[src/rtl/term_fire_sequencer.sv]
// Flight-termination sequencer: hold-to-arm, prioritised masked requests, fixed fire pulse,
// cooldown and lifetime fire limit. Define TERM_WDOG_EN to add the heartbeat watchdog request.
module term_fire_sequencer #(
    parameter int NREQ         = 3,
    parameter int ARM_HOLD     = 16,
    parameter int PULSE_LEN    = 100,
    parameter int COOLDOWN_LEN = 50,
    parameter int MAX_FIRES    = 2,
    parameter int CNT_W        = 16,
    parameter int WDOG_LEN     = 1000
) (
    input  logic            clk,
    input  logic            rst_n,
    input  logic            arm_req,
    input  logic            disarm,
    input  logic [NREQ-1:0] req,
    input  logic [NREQ-1:0] req_mask,
    input  logic            heartbeat,
    output logic            fire,
    output logic            armed,
    output logic            busy,
    output logic [NREQ-1:0] cause,
    output logic [3:0]      fire_count,
    output logic            done,
    output logic            wdog_trip
);
    typedef enum logic [2:0] {
        S_SAFE, S_ARMING, S_ARMED, S_FIRING, S_COOLDOWN, S_SPENT
    } state_t;

    state_t            state_q, state_d;
    logic [CNT_W-1:0]  cnt_q, cnt_d;
    logic [NREQ-1:0]   cause_q, cause_d;
    logic [3:0]        fcnt_q, fcnt_d, fcnt_inc;
    logic              dis_lat_q, dis_lat_d;
    logic              fire_q, armed_q, busy_q, done_q;
    logic [NREQ-1:0]   pend;
    logic              wdog_req;
    logic              wdog_take;

    assign pend = req & req_mask;

`ifdef TERM_WDOG_EN
    logic             hb_q;
    logic [CNT_W-1:0] wdog_cnt_q, wdog_cnt_d;
    logic             wdog_pend_q, wdog_pend_d;
    logic             wdog_trip_q;
    logic             in_window;

    assign in_window = (state_q == S_ARMED) || (state_q == S_COOLDOWN);
    assign wdog_req  = (wdog_cnt_q == CNT_W'(WDOG_LEN)) || wdog_pend_q;

    always_comb begin
        wdog_cnt_d  = '0;
        wdog_pend_d = 1'b0;
        if (in_window) begin
            if (heartbeat && !hb_q)
                wdog_cnt_d = '0;
            else if (wdog_cnt_q < CNT_W'(WDOG_LEN))
                wdog_cnt_d = wdog_cnt_q + 1'b1;
            else
                wdog_cnt_d = wdog_cnt_q;
            // A timeout reached while cooling down must survive a later heartbeat.
            wdog_pend_d = wdog_pend_q ||
                          ((state_q == S_COOLDOWN) && (wdog_cnt_q == CNT_W'(WDOG_LEN)));
        end
    end

    always_ff @(posedge clk) begin
        if (!rst_n) begin
            hb_q        <= 1'b0;
            wdog_cnt_q  <= '0;
            wdog_pend_q <= 1'b0;
            wdog_trip_q <= 1'b0;
        end else begin
            hb_q        <= heartbeat;
            wdog_cnt_q  <= wdog_cnt_d;
            wdog_pend_q <= wdog_pend_d;
            wdog_trip_q <= wdog_trip_q | wdog_take;
        end
    end

    assign wdog_trip = wdog_trip_q;
`else
    logic unused_wdog;
    assign unused_wdog = heartbeat ^ (WDOG_LEN != 0);
    assign wdog_req    = 1'b0;
    assign wdog_trip   = 1'b0;
`endif

    assign fcnt_inc = (fcnt_q < 4'(MAX_FIRES)) ? fcnt_q + 4'd1 : fcnt_q;

    always_comb begin
        state_d   = state_q;
        cnt_d     = cnt_q;
        cause_d   = cause_q;
        fcnt_d    = fcnt_q;
        dis_lat_d = dis_lat_q;
        wdog_take = 1'b0;
        case (state_q)
            S_SAFE: begin
                if (arm_req && !disarm) begin
                    state_d = S_ARMING;
                    cnt_d   = CNT_W'(1);
                end
            end
            S_ARMING: begin
                if (!arm_req || disarm) begin
                    state_d = S_SAFE;
                    cnt_d   = '0;
                end else if (cnt_q == CNT_W'(ARM_HOLD)) begin
                    state_d = S_ARMED;
                    cnt_d   = '0;
                end else begin
                    cnt_d = cnt_q + 1'b1;
                end
            end
            S_ARMED: begin
                if (disarm) begin
                    state_d = S_SAFE;
                end else if (pend != '0) begin
                    state_d   = S_FIRING;
                    cnt_d     = CNT_W'(1);
                    cause_d   = pend & (~pend + 1'b1);  // isolate lowest set bit
                    dis_lat_d = 1'b0;
                end else if (wdog_req) begin
                    state_d   = S_FIRING;
                    cnt_d     = CNT_W'(1);
                    cause_d   = '0;
                    dis_lat_d = 1'b0;
                    wdog_take = 1'b1;
                end
            end
            S_FIRING: begin
                dis_lat_d = dis_lat_q | disarm;
                if (cnt_q == CNT_W'(PULSE_LEN)) begin
                    fcnt_d = fcnt_inc;
                    cnt_d  = '0;
                    if (fcnt_inc == 4'(MAX_FIRES)) begin
                        state_d = S_SPENT;
                    end else if (dis_lat_q || disarm) begin
                        state_d = S_SAFE;
                    end else begin
                        state_d = S_COOLDOWN;
                        cnt_d   = CNT_W'(1);
                    end
                end else begin
                    cnt_d = cnt_q + 1'b1;
                end
            end
            S_COOLDOWN: begin
                if (disarm) begin
                    state_d = S_SAFE;
                    cnt_d   = '0;
                end else if (cnt_q == CNT_W'(COOLDOWN_LEN)) begin
                    state_d = S_ARMED;
                    cnt_d   = '0;
                end else begin
                    cnt_d = cnt_q + 1'b1;
                end
            end
            S_SPENT: ;
            default: begin
                state_d = S_SAFE;
                cnt_d   = '0;
            end
        endcase
    end

    always_ff @(posedge clk) begin
        if (!rst_n) begin
            state_q   <= S_SAFE;
            cnt_q     <= '0;
            cause_q   <= '0;
            fcnt_q    <= '0;
            dis_lat_q <= 1'b0;
            fire_q    <= 1'b0;
            armed_q   <= 1'b0;
            busy_q    <= 1'b0;
            done_q    <= 1'b0;
        end else begin
            state_q   <= state_d;
            cnt_q     <= cnt_d;
            cause_q   <= cause_d;
            fcnt_q    <= fcnt_d;
            dis_lat_q <= dis_lat_d;
            fire_q    <= (state_d == S_FIRING);
            armed_q   <= (state_d == S_ARMED) || (state_d == S_COOLDOWN);
            busy_q    <= (state_d == S_FIRING);
            done_q    <= (state_d == S_SPENT);
        end
    end

    assign fire       = fire_q;
    assign armed      = armed_q;
    assign busy       = busy_q;
    assign cause      = cause_q;
    assign fire_count = fcnt_q;
    assign done       = done_q;
endmodule
[config.mk]
export PLATFORM = sky130hd
export DESIGN_NAME = term_fire_sequencer
export DESIGN_NICKNAME = d
export VERILOG_FILES = /design/src/rtl/term_fire_sequencer.sv
export SDC_FILE = /design/constraint.sdc
export NUM_CORES = 1
export LEC_CHECK = 0
export CORE_ASPECT_RATIO = 2
export CORE_MARGIN = 4
export CORE_UTILIZATION = 27
export DETAILED_ROUTE_END_ITERATION = 16
export HOLD_SLACK_MARGIN = 0.12
export PLACE_DENSITY = 0.48
export SETUP_SLACK_MARGIN = 0.3
export SLEW_MARGIN = 5
export SYNTH_ARGS = -nofsm -noshare
export SYNTH_HDL_FRONTEND = slang
export SYNTH_SLANG_ARGS = --single-unit
[constraint.sdc]
create_clock -name clk -period 2.1 [get_ports clk]
set_input_delay 0.315 -clock clk [delete_from_list [all_inputs] [get_ports clk]]
set_output_delay 0.315 -clock clk [all_outputs]
set_load 0.03 [all_outputs]
==> results.sh, run 1 <==
export IMPL_fin_skew_ns=0.00344
export IMPL_antenna_left=0
export IMPL_grt_overflow=0
export IMPL_synth_top_family_by_area="simple AND/OR/NAND/NOR gates"
export IMPL_final_common_cell="buf_4"
export IMPL_power_density_mw_per_mm2=639
export IMPL_vias_per_cell=5.03
export IMPL_synth_compound_area_share=0.211
export IMPL_cts_hold_buf=0
export IMPL_yosys_area_share_adder=0.0288
export IMPL_place_area_mm2=0.00221
export IMPL_antenna_found_initial=0
export IMPL_synth_ff_type="dfxtp_1"
export IMPL_internal_power_uw=1350
export IMPL_synth_avg_cell_area_um2=8.93
export IMPL_grt_pass1_vias=1680
export IMPL_io_pins=23
export IMPL_synth_edf_count=0
export IMPL_synth_area_mm2=0.00174
export IMPL_worstPathRequired_ns=2.26
export IMPL_pwr_share_seq=0.344
export IMPL_port_buffers=20
export IMPL_dp_cells=319
export IMPL_cts_tree="built"
export IMPL_syn_inst=195
export IMPL_initial_core_util=0.276
export IMPL_arrival_ns=2.01
export IMPL_comb_power_share=0.079
export IMPL_path_clk_slew_ns=0.05
export IMPL_preCtsSetupSlack_ns=-0.251
export IMPL_maxCapViolCount=0
export IMPL_drtIter0Drc=54
export IMPL_path_class="flop to flop"
export IMPL_grt_setup_unrepaired="true"
export IMPL_instances_no_fill=335
export IMPL_hold_violations=0
export IMPL_via_count=1684
export IMPL_leakagePower_uw=0.000943
export IMPL_final_area_mm2=0.00262
export IMPL_synth_seq_cells=30
export IMPL_layout_drive_gt1_share=0.357
export IMPL_nFillCells=620
export IMPL_seqCellArea_um2=619
export IMPL_min_path_type="input pin to flop"
export IMPL_grt_max_degree=15
export IMPL_clk_latency_ns=0.28
export IMPL_die_area_mm2=0.00787
export IMPL_netlist_area_leader_share=0.345
export IMPL_dp_hpwl_mm=3.89
export IMPL_yosysWarnings=0
export IMPL_start_kind="flop"
export IMPL_final_max_slew_violation_count=0
export IMPL_synth_xor_area_frac=0.0352
export IMPL_drcViolationCount=0
export IMPL_fmax_ghz=0.540
export IMPL_end_kind="flop"
export IMPL_coreArea_mm2=0.00631
export IMPL_drt_pass1_iter_count=4
export IMPL_syn_to_final_growth_pct=50.3
export IMPL_postSynth_asyncResetShare=0
export IMPL_switching_power_uw=320
export IMPL_diodes=0
export IMPL_multi_input_area_mm2=0.00119
export IMPL_synth_top_cell_by_area="dfxtp_1"
export IMPL_nNetsFinal=263
export IMPL_period_needed_ns=1.85
export IMPL_clkSinkCount=30
export IMPL_finalCritPeriodShare=0.882
export IMPL_die_x_um=64.8
export IMPL_clockPowerShare=0.577
export IMPL_die_h_um=122
export IMPL_routabilityCongestion=0.807
export IMPL_setup_ws_ns=0.247
export IMPL_final_cell_mix="buf_4 (34), nor2_1 (22), dfxtp_1 (19)"
export IMPL_synth_seq_area_share=0.345
export IMPL_outcome="complete, no violations"
export IMPL_ys_types=57
export IMPL_synthSimpleGateAreaFrac=0.318
export IMPL_track_usage=0.134
export IMPL_num_rows=41
export IMPL_setup_viol=0
export IMPL_ir_drop_uv=357
export IMPL_h_tree_depth=2
export IMPL_synthMuxAreaShare=0
export IMPL_cts_root_buf="clkbuf_16"
export IMPL_cts_made_buffers=5
export IMPL_synth_area_leaders="dfxtp_1 (35%), nor2_1 (5.0%), a21oi_1 (3.5%)"
export IMPL_cp_max_fo=14
export IMPL_cts_buffer_depth=2
export IMPL_grt_pass1_wl_mm=7.93
export IMPL_wl_mm=4.93
export IMPL_drt_wirelength_per_cell_um=14.7
export IMPL_syn_nets=210
export IMPL_netSwitchingFraction=0.192
-- final timing paths --
check	startpoint	end	slack [ns]	depth (start not counted)
max reg2reg	cnt_q[8]	cnt_q[13]	0.25	6
min	req_mask[2]	cause[2]	0.44	3
max	cnt_q[8]	cnt_q[13]	0.25	6
min reg2reg	cause[1]	cause[1]	0.45	2
-- power by group through the flow --
stage                     Sequential [uW]  Clock [uW]  Combinational, uW
after detailed placement              589           0                119
final                                 574         965                133
after floorplan                       587           0               63.0
after global placement                589           0                119
after CTS                             576         987                131
after global routing                  574        1010                144
-- layer usage --
metal / wire length [um] / vias up / part of all wire / global-route usage
li1: - / 821 / - / -
met1: 1540 / 813 / 0.31 / 0.113
met2: 2960 / 29 / 0.60 / 0.266
met3: 128 / 21 / 0.026 / 0.0221
met4: 297 / 0 / 0.060 / 0.0967
met5: 0 / - / 0 / 0
-- flip-flops by register name (all words and copies together), names as in the netlist --
register	flops
cnt_q	16
fire_count	4
cause	3
state_q	3
armed	1
busy	1
dis_lat_q	1
done	1
-- per-stage QoR --
stage	total power, uW	TNS, ns	hold WS (ns)	utilization
after floorplan	650	0	0.437	-
after global placement	708	-3.41	0.451	0.350
after detailed placement	708	-3.69	0.446	0.350
after CTS	1690	0	0.439	0.401
after global routing	1720	0	0.464	0.415
final	1670	0	0.440	0.415
-- area by class of cell --
| type | instances | share of cell area |
|---|---|---|
| multi-input combinational | 148 | 0.454 |
| timing repair buffer | 55 | 0.180 |
| clock inverter | 2 | 0.0230 |
| tap | 86 | 0.0411 |
| clock buffer | 6 | 0.0531 |
| inverter | 8 | 0.0124 |
| sequential | 30 | 0.237 |
-- cells by family (layout without fill, tap and decap cells) --
group / Yosys count / in the layout
AO/OA/AOI/OAI: 50 / 50
XOR/XNOR: 7 / 7
adder cells (fa/ha/maj): 4 / 4
buffers and inverters: 17 / 71
flip-flops: 30 / 30
other: 1 / 1
AND/OR/NAND/NOR: 86 / 86
-- critical path, cell delays in order (launching register included) --
cell     delay, ns
dfxtp_4       0.36
nor4_4        0.35
nand4_2       0.18
and2b_4       0.23
o41ai_4       0.37
buf_12        0.19
a21oi_1       0.05
-- timing repair --
| action | 4_1_cts | 5_1_grt |
|---|---|---|
| endpoints found under the hold margin | 0 | 0 |
| endpoints found under the setup margin | 22 | 22 |
| gates resized for setup | 27 | 15 |
| pin swaps | 11 | 3 |
| buffers inserted | 6 | 2 |
-- Yosys cell counts, types with 4 or more instances --
master	number
a21oi_1	12
inv_1	8
dfxtp_1	30
buf_4	5
nand4_1	6
nor3b_1	4
o2111ai_1	5
o21ai_0	9
xor2_1	5
nor2_1	23
or3_1	7
nand2_1	9
o21ai_1	4
ha_1	4
(Power assumes the default switching activity.)
==> run 2: changes to the inputs <==
CAP_MARGIN = 20   (was default)
CORE_MARGIN = 5   (was 4)
==> results.sh, run 2 (synthesized netlist as in run 1, its figures left out) <==
export IMPL_coreArea_mm2=0.00631
export IMPL_fmax_ghz=0.517
export IMPL_worstPathRequired_ns=2.28
export IMPL_final_max_slew_violation_count=0
export IMPL_holdWs_ns=0.463
export IMPL_max_stage_delay_ns=0.36
export IMPL_finalCritPeriodShare=0.922
export IMPL_path_class="flop to flop"
export IMPL_path_clk_slew_ns=0.05
export IMPL_port_buffers=20
export IMPL_maxCapViolCount=0
export IMPL_hold_depth=2
export IMPL_die_x_um=66.8
export IMPL_io_pins=23
export IMPL_cts_buffer_depth=2
export IMPL_arrival_ns=2.11
export IMPL_cts_tree="built"
export IMPL_grt_overflow=0
export IMPL_hold_violations=0
export IMPL_largest_reg_flops=16
export IMPL_grt_pass1_wl_mm=8.29
export IMPL_routabilityCongestion=0.774
export IMPL_cts_made_buffers=5
export IMPL_final_cell_mix="buf_4 (32), dfxtp_1 (21), nor2_1 (20)"
export IMPL_grt_pass1_vias=1684
export IMPL_initial_core_util=0.276
export IMPL_rr_worst_depth=7
export IMPL_dp_hpwl_mm=3.98
export IMPL_min_path_type="flop to flop"
export IMPL_grt_setup_unrepaired="true"
export IMPL_final_common_cell="buf_4"
export IMPL_antenna_found_initial=0
export IMPL_cts_hold_buf=0
export IMPL_holdPathEnd="cause[1]"
export IMPL_end_kind="flop"
export IMPL_drtIter0Drc=38
export IMPL_antenna_left=0
export IMPL_h_tree_depth=2
export IMPL_r2r_end="cnt_q[6]"
export IMPL_cp_max_fo=7
export IMPL_regMostFlops="cnt_q"
export IMPL_setup_ws_ns=0.164
export IMPL_leakagePower_uw=0.000968
export IMPL_via_count=1655
export IMPL_clk_latency_ns=0.28
export IMPL_syn_to_final_growth_pct=50.3
export IMPL_diodes=0
export IMPL_clkSinkCount=30
export IMPL_period_needed_ns=1.94
export IMPL_cpMaxStageDelayCell="nor4_4"
export IMPL_cp_cell_sequence="nor4_4, nand4_2, and2b_4, o41ai_4, buf_4, clkbuf_16, nor2_1"
export IMPL_drt_wirelength_per_cell_um=15.4
export IMPL_r2r_slack_ns=0.16
export IMPL_cts_root_buf="clkbuf_16"
export IMPL_r2r_start="cnt_q[11]"
export IMPL_ir_drop_uv=433
export IMPL_preCtsSetupSlack_ns=-0.211
export IMPL_hold_start="cause[1]"
export IMPL_setup_viol=0
export IMPL_final_area_mm2=0.00262
export IMPL_drcViolationCount=0
export IMPL_track_usage=0.139
export IMPL_layout_drive_gt1_share=0.371
export IMPL_vias_per_cell=4.96
export IMPL_start_kind="flop"
export IMPL_die_area_mm2=0.00825
export IMPL_num_rows=41
export IMPL_wl_mm=5.14
export IMPL_power_density_mw_per_mm2=646
export IMPL_fin_skew_ns=0.00531
export IMPL_die_h_um=124
export IMPL_grt_max_degree=15
export IMPL_nNetsFinal=262
export IMPL_outcome="complete, no violations"
export IMPL_drt_pass1_iter_count=4
export IMPL_place_area_mm2=0.00221
==> run 2: cell types whose count changed in the layout (fill, tap and decap cells not counted), sizes merged <==
cell,delta
clkdlybuf4s15,-2
buf,-2
clkbuf,+1
dlygate4sd2,+2
==> run 2: layer usage <==
| layer | track usage | vias to the layer above | part of all wire |
|---|---|---|---|
| met5 | 0 | - | 0 |
| met4 | 0.0840 | 0 | 0.046 |
| met3 | 0.0318 | 19 | 0.023 |
| met2 | 0.279 | 27 | 0.62 |
| met1 | 0.114 | 786 | 0.31 |
| li1 | - | 823 | - |
==> run 2: worst max-delay path by stage <==
stage	startpoint	to	slack, ns	cells after the start
after global routing	cnt_q[0]	cnt_q[6]	0.1	9
after CTS	cnt_q[10]	cnt_q[11]	0.22	6
after floorplan	cnt_q[0]	cnt_q[12]	0.29	8
after global placement	req[0]	busy	-0.21	7
final	cnt_q[11]	cnt_q[6]	0.16	7
after detailed placement	req[0]	done	-0.21	7
==> run 2: timing repair <==
| action | 4_1_cts | 5_1_grt |
|---|---|---|
| gates resized for setup | 18 | 25 |
| gates cloned | 0 | 1 |
| setup endpoints to repair | 22 | 23 |
| buffers inserted | 2 | 4 |
| pin swaps | 7 | 5 |
==> run 2: layout make-up <==
class,instances,area [um^2]
Tap cell,86,108
Multi-Input combinational cell,148,1170
Timing Repair Buffer,54,478
Clock inverter,2,60.1
Fill cell,648,3690
Clock buffer,6,139
Sequential cell,30,622
Inverter,8,35.0
==> run 2: through the flow <==
stage | util | TNS (ns) | total power (uW) | std cells
2_1_floorplan | - | 0 | 650 | 195
3_3_place_gp | 0.350 | -3.14 | 709 | 319
3_5_place_dp | 0.350 | -3.26 | 710 | 319
4_1_cts | 0.391 | 0 | 1690 | 329
5_1_grt | 0.414 | 0 | 1730 | 334
6_report | 0.414 | 0 | 1690 | 334
==> run 2: critical path: cells and delay by family (launching register included) <==
kind | cells | cell delay, ns
simple gates | 4 | 0.82
flops | 1 | 0.35
compound gates | 1 | 0.31
buf+inv | 2 | 0.34
==> run 2: where the power goes <==
group / total, uW / internal, uW / switching, uW
combinational: 139 / 72.5 / 67.0
clock: 976 / 712 / 265
sequential: 574 / 570 / 4.03
==> run 3: changes to the inputs <==
CORE_MARGIN = 1   (was 5)
==> results.sh, run 3 (synthesized netlist as in run 1, its figures left out) <==
export IMPL_outcome="complete, no violations"
export IMPL_final_area_mm2=0.00255
export IMPL_io_pins=23
export IMPL_initial_core_util=0.278
export IMPL_grt_pass1_wl_mm=7.75
export IMPL_r2r_end="cnt_q[0]"
export IMPL_cpMaxStageDelayCell="nor4_4"
export IMPL_setup_viol=0
export IMPL_internal_power_uw=1350
export IMPL_regMostFlops="cnt_q"
export IMPL_arrival_ns=1.98
export IMPL_grt_overflow=0
export IMPL_fin_skew_ns=0.00514
export IMPL_grt_setup_unrepaired="true"
export IMPL_holdPathEnd="cause[2]"
export IMPL_drt_pass1_iter_count=6
export IMPL_path_clk_slew_ns=0.05
export IMPL_antenna_left=0
export IMPL_port_buffers=20
export IMPL_dp_hpwl_mm=3.77
export IMPL_largest_reg_flops=16
export IMPL_tns_ns=0
export IMPL_leakagePower_uw=0.000944
export IMPL_drt_wirelength_per_cell_um=14.6
export IMPL_h_tree_depth=2
export IMPL_layout_drive_gt1_share=0.322
export IMPL_hold_start="cause[2]"
export IMPL_instances_no_fill=331
export IMPL_drtIter0Drc=36
export IMPL_netSwitchingFraction=0.193
export IMPL_track_usage=0.158
export IMPL_die_x_um=58.8
export IMPL_cts_hold_buf=0
export IMPL_nNetsFinal=259
export IMPL_end_kind="flop"
export IMPL_final_common_cell="buf_4"
export IMPL_ir_drop_uv=439
export IMPL_grt_pass1_vias=1643
export IMPL_comb_power_share=0.078
export IMPL_num_rows=41
export IMPL_grt_max_degree=15
export IMPL_routabilityCongestion=0.892
export IMPL_max_stage_delay_ns=0.36
export IMPL_min_path_type="flop to flop"
export IMPL_syn_to_final_growth_pct=46.3
export IMPL_cts_made_buffers=5
export IMPL_dp_cells=318
export IMPL_maxCapViolCount=0
export IMPL_rr_worst_depth=6
export IMPL_cts_buffer_depth=2
export IMPL_cp_max_fo=3
export IMPL_fmax_ghz=0.548
export IMPL_vias_per_cell=4.93
export IMPL_r2r_start="cnt_q[15]"
export IMPL_cts_tree="built"
export IMPL_switching_power_uw=323
export IMPL_clockPowerShare=0.578
export IMPL_hold_depth=2
export IMPL_r2r_slack_ns=0.27
export IMPL_clkSinkCount=30
export IMPL_via_count=1633
export IMPL_start_kind="flop"
export IMPL_drcViolationCount=0
export IMPL_pwr_share_seq=0.343
export IMPL_crit_family="simple AND/OR/NAND/NOR gates"
export IMPL_cp_num_buf_inv=1
export IMPL_diodes=0
export IMPL_finalCritPeriodShare=0.869
export IMPL_final_max_slew_violation_count=0
export IMPL_final_cell_mix="buf_4 (30), nor2_1 (23), dfxtp_1 (22)"
export IMPL_hold_violations=0
export IMPL_cp_cell_sequence="nor4_4, nand4_1, nor2b_2, buf_4, nor4_2, o21ai_1"
export IMPL_clk_latency_ns=0.28
export IMPL_antenna_found_initial=0
export IMPL_place_area_mm2=0.00220
export IMPL_power_density_mw_per_mm2=656
export IMPL_wl_mm=4.82
export IMPL_die_area_mm2=0.00679
export IMPL_worstPathRequired_ns=2.26
export IMPL_cts_root_buf="clkbuf_16"
export IMPL_period_needed_ns=1.83
export IMPL_die_h_um=116
export IMPL_path_class="flop to flop"
export IMPL_coreArea_mm2=0.00626
export IMPL_final_util=0.407
## run 3: cell count changes in the layout (fill, tap and decap cells not counted), sizes merged
cell and delta:
buf -2, clkbuf -1
## run 3: per-stage QoR
| step | setup slack, ns | hold slack (ns) | power (uW) |
|---|---|---|---|
| 6_report | 0.275 | 0.464 | 1670 |
| 5_1_grt | 0.145 | 0.510 | 1720 |
| 4_1_cts | 0.271 | 0.466 | 1690 |
| 3_5_place_dp | -0.218 | 0.456 | 708 |
| 3_3_place_gp | -0.219 | 0.446 | 708 |
| 2_1_floorplan | 0.291 | 0.437 | 650 |
## run 3: worst max path at each step
stage | to | from | cells after the start
after floorplan | cnt_q[12] | cnt_q[0] | 8
after global placement | done | req[0] | 7
after detailed placement | cnt_q[15] | req[2] | 7
after CTS | cnt_q[15] | cnt_q[0] | 8
after global routing | cnt_q[0] | cnt_q[15] | 6
final | cnt_q[0] | cnt_q[15] | 6
## run 3: power groups by stage
stage / clock network [uW] / logic (uW) / registers [uW]
after floorplan: 0 / 63.0 / 587
after global placement: 0 / 118 / 589
after detailed placement: 0 / 119 / 589
after CTS: 984 / 127 / 575
after global routing: 1010 / 142 / 573
final: 967 / 131 / 574
## run 3: what timing repair did
item | in CTS | in global routing
endpoints found under the setup margin | 21 | 23
resized for setup | 23 | 9
hold endpoints to repair | 0 | 0
buffers inserted | 4 | 1
pin swaps | 10 | 4
## run 3: tightest hold or removal path: cells and delay by family (launching register included)
family	cells	cell delay (ns)
AO/OA/AOI/OAI	1	0.04
flip-flops	1	0.32
AND/OR/NAND/NOR	1	0.07
## run 3: area by class of cell
| type | count | area, um^2 |
|---|---|---|
| well taps | 86 | 108 |
| flip-flops and latches | 30 | 618 |
| repair buffers | 51 | 438 |
| inverters | 8 | 32.5 |
| clock inverters | 2 | 60.1 |
| multi-input cells | 148 | 1150 |
| clock buffers | 6 | 139 |
| fillers | 674 | 3710 |
## run 3: per-layer routing
metal / vias to the layer above / global-route usage / part of all wire
li1: 818 / - / -
met1: 762 / 0.131 / 0.34
met2: 37 / 0.305 / 0.59
met3: 16 / 0.0301 / 0.021
met4: 0 / 0.125 / 0.058
met5: - / 0 / 0
